File: config.mk
export PLATFORM = sky130hd
export DESIGN_NAME = hazard_forward_unit
export DESIGN_NICKNAME = d
export VERILOG_FILES = /design/src/rtl/hazard_forward_unit.sv
export SDC_FILE = /design/constraint.sdc
export NUM_CORES = 1
export LEC_CHECK = 0
export ABC_AREA = 1
export BUFFER_PORTS_ARGS = -buffer_cell sky130_fd_sc_hd__buf_2
export CAP_MARGIN = 20
export CORE_ASPECT_RATIO = 1.4
export CORE_MARGIN = 8
export CORE_UTILIZATION = 40
export DETAILED_ROUTE_END_ITERATION = 12
export PLACE_DENSITY_LB_ADDON = 0.15
export SLEW_MARGIN = 40
export SYNTH_ARGS = -nofsm -noshare
export SYNTH_HDL_FRONTEND = slang
export SYNTH_SLANG_ARGS = --single-unit
File: constraint.sdc
create_clock -name clk -period 1.8 [get_ports clk]
set_input_delay 0 -clock clk [delete_from_list [all_inputs] [get_ports clk]]
set_output_delay 0 -clock clk [all_outputs]
set_load 0.02 [all_outputs]
File: src/rtl/hazard_forward_unit.sv
// rtl/hazard_forward_unit.sv - EX-stage forwarding selects, load-use stall and WB write-port tracking
module hazard_forward_unit #(
  parameter int STALL_CNT_W = 16
) (
  input  logic                   clk,
  input  logic                   rst_n,
  input  logic [4:0]             mem_dest,
  input  logic                   mem_regwrite,
  input  logic [4:0]             ex_rs,
  input  logic [4:0]             ex_rt,
  input  logic                   ex_memread,
  input  logic [4:0]             id_rs,
  input  logic [4:0]             id_rt,
  output logic [1:0]             fwd_a,
  output logic [1:0]             fwd_b,
  output logic                   stall,
  output logic [4:0]             wb_dest,
  output logic                   wb_regwrite,
  output logic [STALL_CNT_W-1:0] stall_count
);

  // Forwarding select encoding seen by the ALU operand muxes
  localparam logic [1:0] SEL_IDEX = 2'b00;
  localparam logic [1:0] SEL_WB   = 2'b01;
  localparam logic [1:0] SEL_MEM  = 2'b10;

  localparam logic [STALL_CNT_W-1:0] CNT_ONE = {{(STALL_CNT_W-1){1'b0}}, 1'b1};
  localparam logic [STALL_CNT_W-1:0] CNT_MAX = {STALL_CNT_W{1'b1}};

  typedef enum logic {
    IDLE  = 1'b0,
    STALL = 1'b1
  } state_t;

  state_t state;

  logic mem_fwd_ok;
  logic wb_fwd_ok;
  logic hazard;

  // Producers that can legally forward: writing, and not targeting $0
  always_comb begin
    mem_fwd_ok = mem_regwrite && (mem_dest != 5'd0);
    wb_fwd_ok  = wb_regwrite && (wb_dest != 5'd0);
  end

  // Operand A source: MEM result wins over WB result when both match
  always_comb begin
    fwd_a = SEL_IDEX;
    if (mem_fwd_ok && (mem_dest == ex_rs)) begin
      fwd_a = SEL_MEM;
    end else if (wb_fwd_ok && (wb_dest == ex_rs)) begin
      fwd_a = SEL_WB;
    end
  end

  // Operand B source, same priority as operand A
  always_comb begin
    fwd_b = SEL_IDEX;
    if (mem_fwd_ok && (mem_dest == ex_rt)) begin
      fwd_b = SEL_MEM;
    end else if (wb_fwd_ok && (wb_dest == ex_rt)) begin
      fwd_b = SEL_WB;
    end
  end

  // Load in EX whose result is needed by the instruction in ID
  always_comb begin
    hazard = ex_memread && (ex_rt != 5'd0) &&
             ((ex_rt == id_rs) || (ex_rt == id_rt));
  end

  // Stall only from IDLE; the reset gate keeps it low while rst_n is held
  always_comb begin
    stall = rst_n && (state == IDLE) && hazard;
  end

  // One bubble per load: a stall cycle is always followed by a return to IDLE
  always_ff @(posedge clk) begin
    if (!rst_n) begin
      state <= IDLE;
    end else begin
      case (state)
        IDLE:    state <= hazard ? STALL : IDLE;
        STALL:   state <= IDLE;
        default: state <= IDLE;
      endcase
    end
  end

  // MEM-to-WB stage always advances; stall holds only the front end
  always_ff @(posedge clk) begin
    if (!rst_n) begin
      wb_dest     <= 5'd0;
      wb_regwrite <= 1'b0;
    end else begin
      wb_dest     <= mem_dest;
      wb_regwrite <= mem_regwrite;
    end
  end

  // Saturating count of issued stall cycles
  always_ff @(posedge clk) begin
    if (!rst_n) begin
      stall_count <= '0;
    end else if (stall && (stall_count != CNT_MAX)) begin
      stall_count <= stall_count + CNT_ONE;
    end
  end

endmodule

==> metrics.yaml, run 1 <==
cts.sinks: 23
synthesis.area_mm2: 0.00177
critPathSlowestCell: "dfxtp_1"
hp-start: "ex_memread"
clkPwrFrac_pct: 30.3
worst_path_most_repeated_cell: "nand3_2"
fin_tns_setup_ns: 0
clk_path_buf_depth: 2
place_congestion: 0.881
synth_top_family_by_area: "simple AND/OR/NAND/NOR gates"
switching_share_pct: 28.2
crit_arrival_ns: 1.86
crit_required_ns: 1.96
track_usage_pct: 14.8
dpl_cell_area_mm2: 0.00210
synth_top_area_share_pct: 26.0
reg2reg_depth: 10
max_freq_mhz: 590
vias: 1943
hp-class: "input port to register"
htree_levels: 1
dp.final_hpwl_um: 3920
reg2reg_to: "stall_count[2]"
antenna_left: 0
firstDrtPassIters: 4
setup_viol: 0
intPower_uw: 764
dieArea_mm2: 0.00685
crit_path_cell_trace: "ha_1 > nand3_2 > inv_2 > nand3_2 > nor2_8 > inv_6 > nand3_2 > nand2_1 > inv_1 > nor2_1"
synth.area.top_cells: "dfxtp_1 (26%), nand2_1 (16%), nor2_1 (10%)"
initial_core_util_pct: 41.9
synth_common_cells: "nand2_1 (75), nor2_1 (49), inv_1 (39)"
rrSetupSlack_ns: 0.11
period_share_pct: 94.1
p_leak_nw: 1.13
synth_compound_area_share_pct: 4.09
clk_latency_ns: 0.26
via_per_inst: 4.75
period_needed_ns: 1.69
cap_violations: 0
powerDensity_mw_per_mm2: 483
antenna_found_initial: 0
final_nets: 380
cts-root-buf: "clkbuf_8"
syn_nets: 319
ys_types: 26
synth_mux_area_share_pct: 0
slew_violations: 0
fill_cells: 472
synth_top_cell_by_area: "dfxtp_1"
synthArstFlopShare_pct: 0
grt-ovfl-total: 0
antennaDiodeCount: 0
cts.clk_slew.worst_paths_ns: 0.08
r2r-start: "stall_count[1]"
worstSetupPathType: "register to register"
rsz0062_at_grt: "no"
postSynthCellCount: 289
io_buffers: 55
yosysWarnings: 0
drive_gt1_share_pct: 22.9
areaGrowthSynthToFinish_pct: 24.1
synth-xor-area-share_pct: 11.8
endpoint_kind: "register"
wire_per_inst_um: 11.8
hold_end: "state"
max_stage_delay_ns: 0.40
max-slew-margin-rel_pct: 78.7
power.switching_uw: 300
io_pins: 56
drt-initial-drc-count: 62
avgSynthCellArea_um2: 6.14
synthFlopType: "dfxtp_1"
yosys.area_share.adder_pct: 0.705
finalClockSkew_ns: 0.00325
design.core.area_mm2: 0.00424
status: "finished, final reports clean"
synth_seq_area_share_pct: 26.0
ir_drop_v: 0.000344
power_frac_comb_pct: 20.1
die_x_um: 72.3
finalWirelength_um: 4850
grt_pass1_vias: 1952
die_h_um: 94.8
synth_simple_gate_area_share_pct: 43.9
synth_edf_count: 0
cts_buffers: 3
tightest_slew_ns: 0.317
synth.most_common_cell: "nand2_1"
cp_max_fo: 11
cts_tree: "done"
p_total_mw: 1.06
post-route-util_pct: 51.9
cts_setup_buffers: 0
grt_pass1_wl_um: 8370
hold_viol: 0
whs_path_depth: 3
final_cell_area_mm2: 0.00220
grt_max_degree: 17
crit_path_start_kind: "register"
fp-row-count: 28
drc: 0
seq_power_share_pct: 49.6
synth_seq_cells: 23
## timing repair
action                                  CTS  global route
endpoints found under the setup margin    0             0
hold buffers                              6             0
gates resized for setup                   0             0
hold endpoints to repair                  6             0
## cell families (layout without fill, tap and decap cells)
kind of cell,count (synthesis),in the layout
XOR/XNOR,24,24
AND/OR/NAND/NOR,174,174
adder cells (fa/ha/maj),1,1
buffers and inverters,54,114
AO/OA/AOI/OAI,13,13
flip-flops,23,23
## state kept, by name, indices dropped and copies added, names as in the netlist
register     flops
state            1
stall_count     16
wb_dest          5
wb_regwrite      1
## per-stage QoR
step / hold slack, ns / instances / setup WS (ns)
final: 0.0433 / 409 / 0.105
after global routing: 0.0586 / 409 / 0.0104
after CTS: 0.0451 / 409 / 0.107
after detailed placement: 0.200 / 399 / 0.132
after global placement: 0.199 / 399 / 0.189
after floorplan: 0.0935 / 289 / 0.100
## metal layers
layer / up-vias / track usage, % / part of all wire (%)
met5: - / 0 / 0
met4: 0 / 4.44 / 1.3
met3: 6 / 3.39 / 6.6
met2: 44 / 28.9 / 52
met1: 875 / 14.9 / 40
li1: 1018 / - / -
## worst max-delay path, delay by kind of cell, from the launching register on
kind,cells,cell delay [ns]
flip-flops,1,0.40
AND/OR/NAND/NOR,6,0.75
adder cells (fa/ha/maj),1,0.26
buffers and inverters,3,0.20
## power by group through the flow
| stage | Sequential (mW) | Combinational [mW] | Clock, mW |
|---|---|---|---|
| 6_report | 0.528 | 0.214 | 0.322 |
| 5_1_grt | 0.529 | 0.240 | 0.356 |
| 4_1_cts | 0.528 | 0.216 | 0.332 |
| 3_5_place_dp | 0.540 | 0.205 | 0 |
| 3_3_place_gp | 0.540 | 0.203 | 0 |
| 2_1_floorplan | 0.550 | 0.124 | 0 |
## worst max path at each step
stage | slack [ns] | startpoint | end
floorplan | 0.1 | stall_count[0] | stall_count[0]
global placement | 0.19 | stall_count[1] | stall_count[0]
detailed placement | 0.13 | stall_count[1] | stall_count[2]
CTS | 0.11 | stall_count[1] | stall_count[2]
global route | 0.01 | stall_count[1] | stall_count[13]
finish | 0.11 | stall_count[1] | stall_count[2]
## area by class of cell
cell class / count / area, µm² / share of cell area [%]
Timing Repair Buffer: 67 / 380 / 17.3
Sequential cell: 23 / 460 / 20.9
Clock inverter: 1 / 5.00 / 0.227
Inverter: 43 / 166 / 7.56
Multi-Input combinational cell: 212 / 1070 / 48.8
Clock buffer: 3 / 41.3 / 1.88
Tap cell: 60 / 75.1 / 3.41
## placed cells by master (no fill, tap or decap), drive strengths merged
| cell type | synthesis | final |
|---|---|---|
| nand4 | 17 | 17 |
| nand2 | 78 | 78 |
| dlygate4sd3 | 0 | 6 |
| o21ai | 6 | 6 |
| ha | 1 | 1 |
| nand3 | 22 | 22 |
| xor2 | 10 | 10 |
| inv | 43 | 43 |
| xnor2 | 14 | 14 |
| nor2 | 51 | 51 |
| clkbuf | 2 | 3 |
| buf | 9 | 61 |
| a21oi | 7 | 7 |
| nor3 | 5 | 5 |
| clkinv | 0 | 1 |
| nor4 | 1 | 1 |
| dfxtp | 23 | 23 |
No activity file was read; power rests on OpenSTA's default activity.
==> inputs of run 2 (changes only) <==
HOLD_SLACK_MARGIN = 0.12   (was unset)
==> metrics.yaml, run 2 (synthesis results as in run 1) <==
cts_setup_buffers: 0
tightest_slew_ns: 0.317
finalWirelength_um: 4950
top_regs: "stall_count (16), wb_dest (5)"
holdWs_ns: 0.135
placedCellCount: 399
cts_resized: 0
cts.clk_slew.worst_paths_ns: 0.08
final_cell_area_mm2: 0.00228
die_x_um: 72.3
status: "finished, final reports clean"
layout_common_cells: "nand2_1 (75), buf_2 (55), nor2_1 (49)"
ir_drop_v: 0.000345
crit_path_start_kind: "register"
antennaDiodeCount: 0
antenna_left: 0
initial_core_util_pct: 41.9
cts-root-buf: "clkbuf_8"
clk_path_buf_depth: 2
grt_pass1_wl_um: 8580
final_nets: 388
top_register: "stall_count"
hold_viol: 0
clk_latency_ns: 0.26
fp-row-count: 28
whs_path_depth: 4
drc: 0
hp-class: "input port to register"
grt-ovfl-total: 0
p_leak_nw: 1.15
firstDrtPassIters: 4
setup_viol: 0
dieArea_mm2: 0.00685
clkPwrFrac_pct: 29.9
wire_per_inst_um: 11.9
fill_cells: 468
grt_pass1_vias: 2007
powerDensity_mw_per_mm2: 473
p_total_mw: 1.08
reg2reg_depth: 10
antenna_found_initial: 0
drt-initial-drc-count: 76
switching_share_pct: 28.2
htree_levels: 1
drive_gt1_share_pct: 22.4
areaGrowthSynthToFinish_pct: 28.6
grt_max_degree: 17
rrSetupSlack_ns: 0.11
cts.sinks: 23
track_usage_pct: 15.2
fin_tns_setup_ns: 0
cp_max_fo: 11
period_needed_ns: 1.69
dpl_cell_area_mm2: 0.00210
design.core.area_mm2: 0.00424
die_h_um: 94.8
power_frac_comb_pct: 21.1
layout_commonest_cell: "nand2_1"
power.switching_uw: 304
slew_violations: 0
vias: 1975
worstSetupPathType: "register to register"
cts_buffers: 3
cts_tree: "done"
rsz0062_at_grt: "no"
finalNonFillerCells: 417
intPower_uw: 776
period_share_pct: 94.0
io_buffers: 55
crit_arrival_ns: 1.86
crit_required_ns: 1.97
seq_power_share_pct: 48.9
io_pins: 56
endpoint_kind: "register"
via_per_inst: 4.74
dp.final_hpwl_um: 3920
largest_reg_flops: 16
max_freq_mhz: 591
max-slew-margin-rel_pct: 78.7
finalClockSkew_ns: 0.00379
place_congestion: 0.881
cap_violations: 0
## run 2: worst paths after layout
kind / start / to
worst max-delay path: stall_count[1] / stall_count[2]
worst min-delay path: id_rs[4] / state
worst max register to register: stall_count[1] / stall_count[2]
worst min register to register: stall_count[15] / stall_count[15]
## run 2: cell type report
cell class	instances	area, µm²	share of cell area, %
Multi-Input combinational cell	212	1070	47.0
Tap cell	60	75.1	3.29
Sequential cell	23	460	20.2
Timing Repair Buffer	75	460	20.2
Inverter	43	166	7.29
Clock inverter	1	5.00	0.219
Clock buffer	3	41.3	1.81
## run 2: per-stage QoR
step,utilization (%),setup WS (ns)
4_1_cts,53.8,0.107
3_3_place_gp,49.4,0.189
5_1_grt,53.8,0.0104
3_5_place_dp,49.4,0.132
6_report,53.8,0.107
2_1_floorplan,-,0.100
## run 2: metal layers
metal	vias to the layer above	global-route usage, %	wire (µm)
met2	46	29.8	2570
met3	6	3.39	317
li1	1033	-	-
met4	0	4.44	63
met5	-	0	0
met1	890	15.2	2000
## run 2: worst max-delay path: stages, from the launching register on
cell and delay, ns:
dfxtp_1 0.40, ha_1 0.26, nand3_2 0.11, inv_2 0.08
nand3_2 0.12, nor2_8 0.19, inv_6 0.06, nand3_2 0.19
nand2_1 0.09, inv_1 0.06, nor2_1 0.04
## run 2: timing repair
item | CTS | global route
hold endpoints to repair | 11 | 0
hold buffers | 14 | 0
endpoints found under the setup margin | 0 | 0
## run 2: power groups by stage
stage / Sequential (mW) / Combinational (mW) / Clock, mW
2_1_floorplan: 0.550 / 0.124 / 0
3_3_place_gp: 0.540 / 0.203 / 0
3_5_place_dp: 0.540 / 0.205 / 0
4_1_cts: 0.528 / 0.229 / 0.332
5_1_grt: 0.529 / 0.255 / 0.356
6_report: 0.528 / 0.228 / 0.323
==> inputs of run 3 (changes only) <==
BUFFER_PORTS_ARGS = unset   (was -buffer_cell sky130_fd_sc_hd__buf_2)
CAP_MARGIN = unset   (was 20)
CELL_PAD_IN_SITES_DETAIL_PLACEMENT = 1   (was unset)
CELL_PAD_IN_SITES_GLOBAL_PLACEMENT = 1   (was unset)
DONT_BUFFER_PORTS = 1   (was unset)
==> metrics.yaml, run 3 (synthesis results as in run 1) <==
status: "finished, final reports clean"
drive_gt1_share_pct: 12.7
drc: 0
cts-root-buf: "clkbuf_8"
antenna_left: 0
seqCellArea_um2: 460
layout_commonest_cell: "nand2_1"
p_total_mw: 1.05
max_stage_delay_ns: 0.35
finalClockSkew_ns: 0.00351
max-slew-margin-rel_pct: 49.3
clk_path_buf_depth: 2
die_x_um: 72.3
initial_core_util_pct: 41.9
layout_common_cells: "nand2_1 (75), nor2_1 (49), inv_1 (38)"
largest_reg_flops: 16
areaGrowthSynthToFinish_pct: 24.1
antenna_found_initial: 0
final_nets: 355
powerDensity_mw_per_mm2: 475
crit_required_ns: 2.01
grt_pass1_vias: 2010
power.switching_uw: 285
met3_usage_pct: 5.73
top_register: "stall_count"
cts.sinks: 23
power_frac_comb_pct: 17.1
worst_path_most_repeated_cell: "nand3_2"
period_share_pct: 90.0
via_per_inst: 4.99
drt-initial-drc-count: 34
grt_util_met1_pct: 16.5
track_usage_pct: 17.4
dieArea_mm2: 0.00685
tightest_slew_ns: 0.755
dp.final_hpwl_um: 4420
cts_tree: "done"
cp_max_fo: 11
fin_tns_setup_ns: 0
fp-row-count: 28
cts_buffers: 3
rrSetupSlack_ns: 0.18
met2_usage_pct: 34.2
place_congestion: 0.826
firstDrtPassIters: 4
critPathSlowestCell: "dfxtp_1"
seq_power_share_pct: 51.3
intPower_uw: 762
grt_pass1_wl_um: 9620
period_needed_ns: 1.62
htree_levels: 1
design.core.area_mm2: 0.00424
io_buffers: 0
max_freq_mhz: 618
clk_latency_ns: 0.27
grt_max_degree: 22
top_regs: "stall_count (16), wb_dest (5)"
switching_share_pct: 27.2
rsz0062_at_grt: "no"
crit_path_start_kind: "register"
endpoint_kind: "register"
cts.clk_slew.worst_paths_ns: 0.08
clkPwrFrac_pct: 31.6
setup_viol: 0
antennaDiodeCount: 0
io_pins: 56
die_h_um: 94.8
fill_cells: 588
crit_path_cell_trace: "ha_1 > nand3_2 > inv_2 > nand3_2 > nor2_8 > inv_6 > nand3_4 > o21ai_0 > nor2_1"
ir_drop_v: 0.000406
grt-ovfl-total: 0
multiInputGateArea_mm2: 0.00109
slew_violations: 0
grt_most_used_layer: "met2"
finalWirelength_um: 5780
wire_per_inst_um: 15.1
vias: 1917
p_leak_nw: 1.00
cap_violations: 0
hp-class: "input port to output port"
crit_arrival_ns: 1.83
hold_viol: 0
worstSetupPathType: "register to register"
==> run 3: changes by cell type in the layout (fill, tap and decap cells not counted), sizes merged <==
cell and delta:
buf -40, dlygate4sd3 +7
==> run 3: per-layer routing <==
metal | up-vias | routed length, µm | part of all wire, %
met1 | 906 | 2110 | 37
met2 | 41 | 3130 | 54
met5 | - | 0 | 0
li1 | 965 | - | -
met4 | 0 | 55 | 0.95
met3 | 5 | 482 | 8.3
==> run 3: power by group through the flow <==
stage	Sequential, mW	Combinational [mW]	Clock, mW
after floorplan	0.550	0.124	0
after global placement	0.548	0.134	0
after detailed placement	0.549	0.137	0
after CTS	0.536	0.176	0.341
after global routing	0.538	0.199	0.364
final	0.536	0.179	0.331
==> run 3: final cells by class <==
type                       instances  area share, %
sequential                        23           20.9
clock buffer                       3           1.88
multi-input combinational        212           49.3
inverter                          43           7.56
clock inverter                     1          0.227
timing repair buffer              42           16.7
tap                               60           3.41
==> run 3: path summary, 6_finish.rpt <==
check / to / cells past startpoint / start
max: stall_count[2] / 9 / stall_count[0]
min: fwd_b[1] / 3 / ex_rt[2]
max reg2reg: stall_count[2] / 9 / stall_count[0]
min reg2reg: stall_count[12] / 4 / stall_count[12]
==> run 3: worst max-delay path: cells and delay by family (launching register included) <==
kind	cells	cell delay (ns)
AND/OR/NAND/NOR	5	0.68
adder cells (fa/ha/maj)	1	0.27
AO/OA/AOI/OAI	1	0.11
buffers and inverters	2	0.14
flip-flops	1	0.35
==> run 3: stage by stage <==
stage / util (%) / cells / worst slack [ns] / cell area, µm² / hold slack (ns)
2_1_floorplan: - / 289 / 0.100 / 1770 / 0.0935
5_1_grt: 51.9 / 384 / 0.0207 / 2200 / 0.255
3_3_place_gp: 45.6 / 359 / 0.232 / 1930 / 0.0951
3_5_place_dp: 45.6 / 359 / 0.145 / 1930 / 0.101
4_1_cts: 51.7 / 384 / 0.0910 / 2190 / 0.238
6_report: 51.9 / 384 / 0.181 / 2200 / 0.231
==> run 3: timing repair <==
item	in CTS	in global routing
setup buffers	0	0
gates resized for setup	0	3
hold endpoints to repair	23	0
setup endpoints to repair	0	4
hold buffers	21	0
